<file path="src/rtl/fp_argmin_seq_if.sv">
// fp_argmin_seq_if: candidate stream in, min result out; m_cnt present only with FP_ARGMIN_SEQ_CNT_EN
interface fp_argmin_seq_if #(
   parameter int DW = 32,
   parameter int IW = 4
) ();
   logic          s_vld;
   logic          s_rdy;
   logic          s_last;
   logic [IW-1:0] s_idx;
   logic [DW-1:0] s_dat;
   logic          m_vld;
   logic          m_rdy;
   logic [IW-1:0] m_idx;
   logic [DW-1:0] m_dat;
`ifdef FP_ARGMIN_SEQ_CNT_EN
   logic [IW:0]   m_cnt;
`endif
   modport slave (
      input  s_vld, s_last, s_idx, s_dat, m_rdy,
      output s_rdy, m_vld, m_idx, m_dat
`ifdef FP_ARGMIN_SEQ_CNT_EN
      , output m_cnt
`endif
   );
   modport master (
      output s_vld, s_last, s_idx, s_dat, m_rdy,
      input  s_rdy, m_vld, m_idx, m_dat
`ifdef FP_ARGMIN_SEQ_CNT_EN
      , input m_cnt
`endif
   );
endinterface

</file>
<file path="src/rtl/fp_argmin_seq.sv">
// fp_argmin_seq: sequential FP arg-min over a candidate set using NL=LAT+1 lanes and one shared compare unit; FP_ARGMIN_SEQ_CNT_EN adds m_cnt
module fp_argmin_seq #(
   parameter int DW  = 32,
   parameter int IW  = 4,
   parameter int LAT = 1
) (
   input  logic             clk,
   input  logic             rstn,
   fp_argmin_seq_if.slave   bus,
   output logic             busy
);
   localparam int NL = LAT + 1;
   localparam int LW = $clog2(NL);
   typedef enum logic [2:0] {IDLE, ACCUM, DRAIN, REDUCE, OUT} st_t;
   typedef struct packed {
      logic          v;
      logic [LW-1:0] l;
      logic [IW-1:0] i;
      logic [DW-1:0] d;
   } res_t;
   st_t           st;
   logic          rdy, vld, xfer;
   logic [LW-1:0] lp, sub, fl;
   logic [NL-1:0] lv;
   logic [IW-1:0] li [NL];
   logic [DW-1:0] ld [NL];
   res_t          iss, wb;
`ifdef FP_ARGMIN_SEQ_CNT_EN
   logic [IW:0]   cnt;
   assign bus.m_cnt = cnt;
`endif
   assign xfer      = bus.s_vld & rdy;
   assign bus.s_rdy = rdy;
   assign bus.m_vld = vld;
   assign bus.m_idx = li[0];
   assign bus.m_dat = ld[0];

   // sign of the exact difference a-b; an IEEE subtract of finite values is zero only when a==b
   function automatic logic lt_f(input logic [DW-1:0] a, input logic [DW-1:0] b);
      if (a[DW-2:0] == '0 && b[DW-2:0] == '0) return 1'b0;
      if (a[DW-1] != b[DW-1]) return a[DW-1];
      return a[DW-1] ? a[DW-2:0] > b[DW-2:0] : a[DW-2:0] < b[DW-2:0];
   endfunction

   function automatic logic eq_f(input logic [DW-1:0] a, input logic [DW-1:0] b);
      return a == b || (a[DW-2:0] == '0 && b[DW-2:0] == '0);
   endfunction

   // negative difference keeps x, zero keeps the lower index, otherwise y
   function automatic res_t pick(input logic [LW-1:0] l, input logic [IW-1:0] xi, input logic [DW-1:0] xd,
                                 input logic [IW-1:0] yi, input logic [DW-1:0] yd);
      logic x;
      x = lt_f(xd, yd) || (eq_f(xd, yd) && xi < yi);
      return '{v: 1'b1, l: l, i: x ? xi : yi, d: x ? xd : yd};
   endfunction

   // compare issue: candidate against its occupied lane, or a reduce fold of lane fl into lane 0
   always_comb begin
      iss = (xfer && lv[lp]) ? pick(lp, bus.s_idx, bus.s_dat, li[lp], ld[lp]) :
            (st == REDUCE && sub == '0 && lv[fl]) ? pick('0, li[fl], ld[fl], li[0], ld[0]) : '0;
   end

   // the lane register is the last of the LAT stages, so a result is visible LAT cycles after issue
   generate
      if (LAT == 1) begin : g_direct
         assign wb = iss;
      end else begin : g_pipe
         res_t pipe [LAT-1];
         // delay line carrying the selected result towards its lane
         always_ff @(posedge clk or negedge rstn) begin
            if (!rstn) pipe <= '{default: '0};
            else begin
               pipe[0] <= iss;
               for (int k = 1; k < LAT - 1; k++) pipe[k] <= pipe[k-1];
            end
         end
         assign wb = pipe[LAT-2];
      end
   endgenerate

   // lane storage: direct load into empty lanes, compare write-back, cleared once the result is taken
   always_ff @(posedge clk or negedge rstn) begin
      if (!rstn) begin
         lv <= '0;
         li <= '{default: '0};
         ld <= '{default: '0};
      end else if (st == OUT && bus.m_rdy) begin
         lv <= '0;
      end else begin
         if (xfer && !lv[lp]) begin
            lv[lp] <= 1'b1;
            li[lp] <= bus.s_idx;
            ld[lp] <= bus.s_dat;
         end
         if (wb.v) begin
            li[wb.l] <= wb.i;
            ld[wb.l] <= wb.d;
         end
      end
   end

   // control FSM with registered handshake and busy outputs
   always_ff @(posedge clk or negedge rstn) begin
      if (!rstn) begin
         st   <= IDLE;
         rdy  <= 1'b1;
         vld  <= 1'b0;
         busy <= 1'b0;
         lp   <= '0;
         sub  <= '0;
         fl   <= '0;
`ifdef FP_ARGMIN_SEQ_CNT_EN
         cnt  <= '0;
`endif
      end else begin
         case (st)
            IDLE, ACCUM: if (xfer) begin
               busy <= 1'b1;
`ifdef FP_ARGMIN_SEQ_CNT_EN
               cnt  <= (st == IDLE) ? (IW+1)'(1) : &cnt ? cnt : cnt + 1'b1;
`endif
               if (bus.s_last) begin
                  st  <= DRAIN;
                  rdy <= 1'b0;
                  lp  <= '0;
                  sub <= '0;
               end else begin
                  st <= ACCUM;
                  lp <= (lp == LW'(NL - 1)) ? '0 : lp + 1'b1;
               end
            end
            DRAIN: if (sub == LW'(LAT - 1)) begin
               st  <= REDUCE;
               sub <= '0;
               fl  <= LW'(1);
            end else sub <= sub + 1'b1;
            REDUCE: if (sub == LW'(LAT - 1)) begin
               sub <= '0;
               if (fl == LW'(LAT)) begin
                  st  <= OUT;
                  vld <= 1'b1;
               end else fl <= fl + 1'b1;
            end else sub <= sub + 1'b1;
            OUT: if (bus.m_rdy) begin
               st   <= IDLE;
               vld  <= 1'b0;
               rdy  <= 1'b1;
               busy <= 1'b0;
            end
            default: st <= IDLE;
         endcase
      end
   end
endmodule

</file>
<file path="src/flat_wrapper.sv">
// flat-port wrapper written by rule: the top's interface ports become plain ports
module fp_argmin_seq_flat 
#(
   parameter int DW  = 32,
   parameter int IW  = 4,
   parameter int LAT = 1
)
  (clk, rstn, busy, bus_s_vld, bus_s_last, bus_s_idx, bus_s_dat, bus_m_rdy, bus_s_rdy, bus_m_vld, bus_m_idx, bus_m_dat);
  fp_argmin_seq_if #(.DW(DW), .IW(IW)) bus_i ();
  input  logic clk;
  input  logic rstn;
  output logic busy;
  input wire logic [$bits(bus_i.s_vld)-1:0] bus_s_vld;
  input wire logic [$bits(bus_i.s_last)-1:0] bus_s_last;
  input wire logic [$bits(bus_i.s_idx)-1:0] bus_s_idx;
  input wire logic [$bits(bus_i.s_dat)-1:0] bus_s_dat;
  input wire logic [$bits(bus_i.m_rdy)-1:0] bus_m_rdy;
  output wire logic [$bits(bus_i.s_rdy)-1:0] bus_s_rdy;
  output wire logic [$bits(bus_i.m_vld)-1:0] bus_m_vld;
  output wire logic [$bits(bus_i.m_idx)-1:0] bus_m_idx;
  output wire logic [$bits(bus_i.m_dat)-1:0] bus_m_dat;
  assign bus_i.s_vld = bus_s_vld;
  assign bus_i.s_last = bus_s_last;
  assign bus_i.s_idx = bus_s_idx;
  assign bus_i.s_dat = bus_s_dat;
  assign bus_i.m_rdy = bus_m_rdy;
  assign bus_s_rdy = bus_i.s_rdy;
  assign bus_m_vld = bus_i.m_vld;
  assign bus_m_idx = bus_i.m_idx;
  assign bus_m_dat = bus_i.m_dat;
  fp_argmin_seq #(.DW(DW), .IW(IW), .LAT(LAT)) u_core (.clk(clk), .rstn(rstn), .bus(bus_i), .busy(busy));
endmodule
</file>
<file path="config.mk">
export PLATFORM = sky130hd
export DESIGN_NAME = fp_argmin_seq_flat
export DESIGN_NICKNAME = d
export VERILOG_FILES = /design/src/rtl/fp_argmin_seq_if.sv /design/src/rtl/fp_argmin_seq.sv /design/src/flat_wrapper.sv
export SDC_FILE = /design/constraint.sdc
export NUM_CORES = 1
export LEC_CHECK = 0
export CORE_MARGIN = 3
export CORE_UTILIZATION = 60
export CTS_BUF_LIST = sky130_fd_sc_hd__clkbuf_4
export CTS_CLUSTER_SIZE = 12
export DETAILED_ROUTE_END_ITERATION = 6
export MAX_ROUTING_LAYER = met4
export PLACE_DENSITY = 0.81
export SETUP_SLACK_MARGIN = 0.5
export SLEW_MARGIN = 30
export SYNTH_ARGS = -nofsm -noshare
export SYNTH_HDL_FRONTEND = slang
export SYNTH_SLANG_ARGS = --single-unit
</file>
<file path="constraint.sdc">
create_clock -name clk -period 8.9 [get_ports clk]
set_input_delay 1.78 -clock clk [delete_from_list [all_inputs] [get_ports clk]]
set_output_delay 1.78 -clock clk [all_outputs]
set_load 0.05 [all_outputs]
</file>
; ---- Word level (Yosys, flattened, before mapping)
; Cells that the tools add are included.
[classes]
n_addsub = 3
n_mul = 0
div_mod_pow = 0
n_lt_le_gt_ge = 14
n_eq_ne = 14
shifts = 0
muxes = 85
n_bitwise = 6
n_reduce_logical = 36
[op_table]
columns = cell, count
row1 = $mux 32, 10
row2 = $mux 64, 3
row3 = $bwmux 64, 2
row4 = $logic_not 31->1, 4
row5 = $mux 38, 2
row6 = $demux 32 s1, 2
row7 = $eq 32x32->1, 2
row8 = $gt 31x31->1, 2
row9 = $lt 31x31->1, 2
row10 = $mux 4, 10
row11 = $mux 1, 34
row12 = $mux 8, 3
row13 = $bwmux 8, 2
row14 = $mux 3, 5
row15 = $logic_and 1x1->1, 12
row16 = $pmux 3 s4, 1
row17 = $pmux 1 s2, 5
row18 = $reduce_bool 2->1, 5
row19 = $reduce_and 3->1, 3
row20 = $demux 4 s1, 2
row21 = $lt 4x4->1, 2
row22 = $ne 2x2->1 const B, 4
row23 = $reduce_and 4->1, 2
row24 = $eq 3x2->1 const B, 2
row25 = 21 further kinds, 37
[word_totals]
ff_bits = 83
latchBits = 0
ramBits = 0
romBits = 0
inputBits = 41
out_inout_bits = 39
wordCells = 170
n_memories = 0

; ---- Longest topological paths before layout
[logic_depth]
word_depth = 21
depth_mapped = 17

; ---- Worst setup path before layout
; No wires, ideal clock.
[synth_path]
kind = input -> register
from = in bus_s_dat[25]
to = reg u_core.ld (netlist bit u_core.bus.m_dat[0])
setup_time_ns = 0.137
arrival_time_ns = 4.037
required_time_ns = 8.763
path_slack_ns = 4.726
stages = 11
path_cell_list = ha_1 nand4_1 nor4_1 nand2_1 or2_1 a221oi_1 o31a_2 buf_6 mux2_4 a22oi_2 a21oi_1
[synth_between]
elab_chain_len = 9
elab_cells_between_ends = 16
cone_classes = order compare: 2 / eq/ne: 1 / mux: 8 / reduce/logical: 5
[synth_rtl]
columns = item, line
row1 = start: declaration, flat_wrapper.sv:16  ; input wire logic [$bits(bus_i.s_dat)-1:0] bus_s_dat;
row2 = $lt 31x31->1 (tied with other cells), fp_argmin_seq.sv:42  ; return a[DW-1] ? a[DW-2:0] > b[DW-2:0] : a[DW-2:0] < b[DW-2:0];
row3 = $mux 1 / $logic_and 1x1->1 (equally long branches), "fp_argmin_seq.sv:42, fp_argmin_seq.sv:40, fp_argmin_seq.sv:46"
row4 = $mux 1 (tied with other cells), fp_argmin_seq.sv:42
row5 = $mux 1 / $logic_and 1x1->1 (equally long branches), "fp_argmin_seq.sv:41, fp_argmin_seq.sv:53"
row6 = $logic_or 1x1->1 *, fp_argmin_seq.sv:53  ; x = lt_f(xd, yd) || (eq_f(xd, yd) && xi < yi);
row7 = $mux 32 *, fp_argmin_seq.sv:54  ; return '{v: 1'b1, l: l, i: x ? xi : yi, d: x ? xd : yd};
row8 = $mux 38 *, fp_argmin_seq.sv:59  ; iss = (xfer && lv[lp]) ? pick(lp, bus.s_idx, bus.s_dat, li[lp], ld[lp]) :
row9 = $bwmux 64 *, fp_argmin_seq.sv:97  ; ld[wb.l] <= wb.d;
row10 = $mux 64 *, fp_argmin_seq.sv:95  ; if (wb.v) begin
row11 = end signal: indexed assignment, fp_argmin_seq.sv:93  ; ld[lp] <= bus.s_dat;
row12 = end signal: indexed assignment, fp_argmin_seq.sv:97
row13 = end: declaration, fp_argmin_seq.sv:26  ; logic [DW-1:0] ld [NL];
; Every way passes the cells marked *; elsewhere a longest branch is shown, timed or not.
; A chain may end at the register's enable or synchronous reset.

; ---- Worst setup path after layout
[layout_path]
from = in bus_s_dat[24]
to = reg u_core.ld (netlist bit u_core.bus.m_dat[0])
; The elaborated chain is that of the path after synthesis.

==> summary.md <==
| Metric | Value |
|---|---|
| Clock transition at path regs | around 0.14 ns |
| Vias in the first global route | slightly above 7000 |
| Hold Path Sink | u_core.bus.s_rdy$_DFFE_PN1P_ |
| CTS resizes | 0 |
| CTS sink cnt | between 80 and 90 |
| Area occupied by multi-input gates | roughly 5000 sq um |
| Rel. slew slack | between 30% and 40% |
| Fin crit period | 5.40 ns |
| Final core occ | 68.0% |
| HPWL Detailed | around 17 mm |
| DR WL/cell | between 20 and 25 um |
| Die area | ~15000 sq um |
| Unrepaired setup endpoints after global routing | no |
| Postcts setup bufs | 0 |
| Async SR Flop Fraction | 100% |
| R2R Path End | u_core.bus.m_dat[0]$_DFFE_PN0N_ |
| Crit Path Class | primary input to register |
| I/O Buffers | 79 |
| P_leak | between 0.003 and 0.004 uW |
| Synth Instances | about 950 |
| GP Congestion | slightly above 1 |
| Critical R2R Launch | u_core.lp$_DFFE_PN0P_ |
| Initial Util | 62.5% |
| Core area | about 13000 sq um |
| Total Negative Setup Slacks | 0 ns |
| Post-Syn Area | about 8000 sq um |
| Hold path start | u_core.bus.s_rdy$_DFFE_PN1P_ |
| Chip width | 122 um |
| Chip height | between 100 and 150 um |
| Commonest non-fill, non-tap cell in the layout | nand2_1 |
| Pwr Density | 80.3 nW/um^2 |
| Most frequent cells in the layout | nand2_1, dfrtp_1, clkdlybuf4s50_1, inv_1, ha_1 |
| Clock skew | ~0.012 ns |
| Post-DRT Antenna Nets | 0 |
| Final-report max-slew violation count | 0 |
| Slew @ Worst Pin | a little over 1 ns |
| Hold Crit Class | register to register |
| First drt pass iteration count | 6 |
| Clk_lat worst skew | roughly 0.5 ns |
| Worst path cell trace | clkdlybuf4s50_1 > ha_1 > nand4_1 > nor4_1 > nand2_1 > or2_1 > a221oi_1 > o31a_2 > buf_4 > mux2_4 > a22oi_2 > a21oi_1 |
| Mapped Nets | 1070 |
| Outcome | completed |
| Io pins | 80 |
| Hold Path Depth | 2 |
| Synth-to-Final Area Change | 8.78% |
| Endpoint class of the critical path | register |
| Fin crit share | about 60% |
| Multiplexer share of the synthesized area | about 14% |
| First-pass GRT wire length | 37.5 mm |
| Worst reg-to-reg path cell count | 13 |
| Nature of the critical path startpoint | primary input |
| Fmax | approximately 190 MHz |
| Via count | around 7500 |
| Slowest CP cell | o31a_2 |
| Layout cells sized above 1 | 6.80% |
| Post-synth EDFFs | 0 |
| Required time of the critical path | roughly 9.3 ns |
| FF+latch count, synth | 82 |
| Nets@finish | between 1000 and 1500 |
| Register area share after synthesis | around 26% |
| CP max FO | 21 |
| Cts bufs inserted | 9 |
| Peak supply drop | ~0.077 mV |
| Dominant synthesized flop cell | dfrtp_1 |
| Crit. Startpoint | bus_s_dat[24] |
| Sequential cell area | 2060 sq um |
| GRT Resource Usage Total | 33.2% |
| Number of hold buffers added after CTS | 0 |
| XOR/XNOR share of the synthesized area | less than 1% |
| CTS tree | yes |
| Fin. Hold Viols | 0 |
| Clock Tree Root | clkbuf_4 |
| Antenna violations before repair | 2 |
| Post-synthesis compound-gate area fraction | approximately 24% |
| CP arrival | 5.79 ns |
| Final setup violation count | 0 |
| CTS H-tree depth | 3 |
| Adder-cell share of the synthesized area | about an eighth |
| Synth unique cells | between 60 and 70 |
| Final WL | 23.6 mm |
| Grt total ovfl | 0 |
| Largest net degree at the start of global routing | between 70 and 80 |
| Hold slack | roughly 0.49 ns |
| Synth Area per Inst | about 8.4 sq um |
| FF-to-FF setup slack | between 3 and 4 ns |
| Clk buf depth | 2 |
| Syn. warnings | 0 |
| Remaining design rule violation count | 0 |
| Vias per cell | around 6.6 |
| Row Count | 41 |
| Fill cells | 1091 |
| CP max stage delay | approximately 0.62 ns |
| Simple-gate portion of the synthesized area | 13.5% |
| Max cap viols | 0 |
| Initial DRC count | 859 |
| Largest family of logic cells by synthesized area | compound AO/OA/AOI/OAI gates |
worst max path at each step:
| stage | to | slack (ns) | cells past startpoint |
|---|---|---|---|
| floorplan | u_core.bus.m_dat[0]$_DFFE_PN0N_ | 4.73 | 11 |
| global placement | u_core.ld[0]$_DFFE_PN0N_ | 3.13 | 12 |
| detailed placement | u_core.bus.m_dat[0]$_DFFE_PN0N_ | 3.07 | 12 |
| CTS | u_core.bus.m_dat[0]$_DFFE_PN0N_ | 3.59 | 12 |
| global route | u_core.ld[0]$_DFFE_PN0N_ | 3.33 | 12 |
| finish | u_core.bus.m_dat[0]$_DFFE_PN0N_ | 3.50 | 12 |
registers in the layout, indices dropped and copies added (netlist names), 2 cells and up:
signal and flops:
u_core.lv 2, u_core.st 3, u_core.li 4, u_core.bus.m_dat 32, u_core.ld 32, u_core.bus.m_idx 4
critical path: cells and delay by family:
family / cells / cell delay, ns
AO/OA/AOI/OAI: 4 / 1.21
adder cells (fa/ha/maj): 1 / 0.36
buffers and inverters: 2 / 1.01
multiplexers: 1 / 0.34
AND/OR/NAND/NOR: 4 / 1.05
stage by stage:
step | setup WS (ns) | instance area, sq um | instances | total power, uW
2_1_floorplan | 4.73 | 8050 | 954 | 428
3_3_place_gp | 3.13 | 8590 | 1126 | 467
3_5_place_dp | 3.07 | 8590 | 1126 | 468
4_1_cts | 3.59 | 8740 | 1142 | 704
5_1_grt | 3.33 | 8760 | 1145 | 728
6_report | 3.50 | 8760 | 1145 | 703
cell usage after synthesis, types with 6 or more instances:
| master | number | area share [%] |
|---|---|---|
| nand3_1 | 16 | 0.99 |
| nor3_1 | 12 | 0.75 |
| o31a_1 | 32 | 3.5 |
| o21a_1 | 6 | 0.56 |
| nand2b_1 | 7 | 0.54 |
| buf_4 | 40 | 3.7 |
| o21ai_0 | 47 | 2.9 |
| dfrtp_1 | 81 | 25 |
| a22oi_1 | 29 | 2.7 |
| nor2_1 | 21 | 0.98 |
| clkbuf_1 | 35 | 1.6 |
| ha_1 | 75 | 12 |
| nor4_1 | 20 | 1.6 |
| nand2_1 | 92 | 4.3 |
| mux2_1 | 27 | 3.8 |
| buf_2 | 6 | 0.37 |
| nand4_1 | 20 | 1.6 |
| mux2i_1 | 70 | 8.7 |
| inv_1 | 75 | 3.5 |
| a21o_1 | 7 | 0.65 |
| buf_1 | 6 | 0.28 |
| a21oi_1 | 66 | 4.1 |
| o22ai_1 | 38 | 3.0 |
| mux2_2 | 9 | 1.3 |
| o21ai_1 | 37 | 2.3 |
cells by family (layout without fill, tap and decap cells):
logic type / count (synthesis) / in the layout
buf+inv: 168 / 185
compound gates: 303 / 303
mux: 108 / 108
xor+xnor: 2 / 2
other cells: 0 / 2
fa+ha+maj: 75 / 75
flops: 82 / 82
simple gates: 216 / 216
cell type report:
type	count	area share [%]
multi-input combinational	704	58.8
sequential	82	23.5
timing repair buffer	93	10.3
inverter	76	3.26
tap	172	2.46
clock inverter	7	0.886
clock buffer	9	0.771
antenna	2	0.0571
report_power, final:
group          leakage (uW)  switching, uW  internal (uW)  total (uW)
clock network     0.0000652            154           86.8         241
registers           0.00113              0            373         373
logic               0.00251           51.0           39.0        90.0
routing by layer:
layer | GRT usage [%] | part of all wire, %
met5 | - | 0
met4 | 12.5 | 3.3
met3 | 5.34 | 7.9
met2 | 51.9 | 45
met1 | 43.5 | 43
No activity file was read; power rests on OpenSTA's default activity.
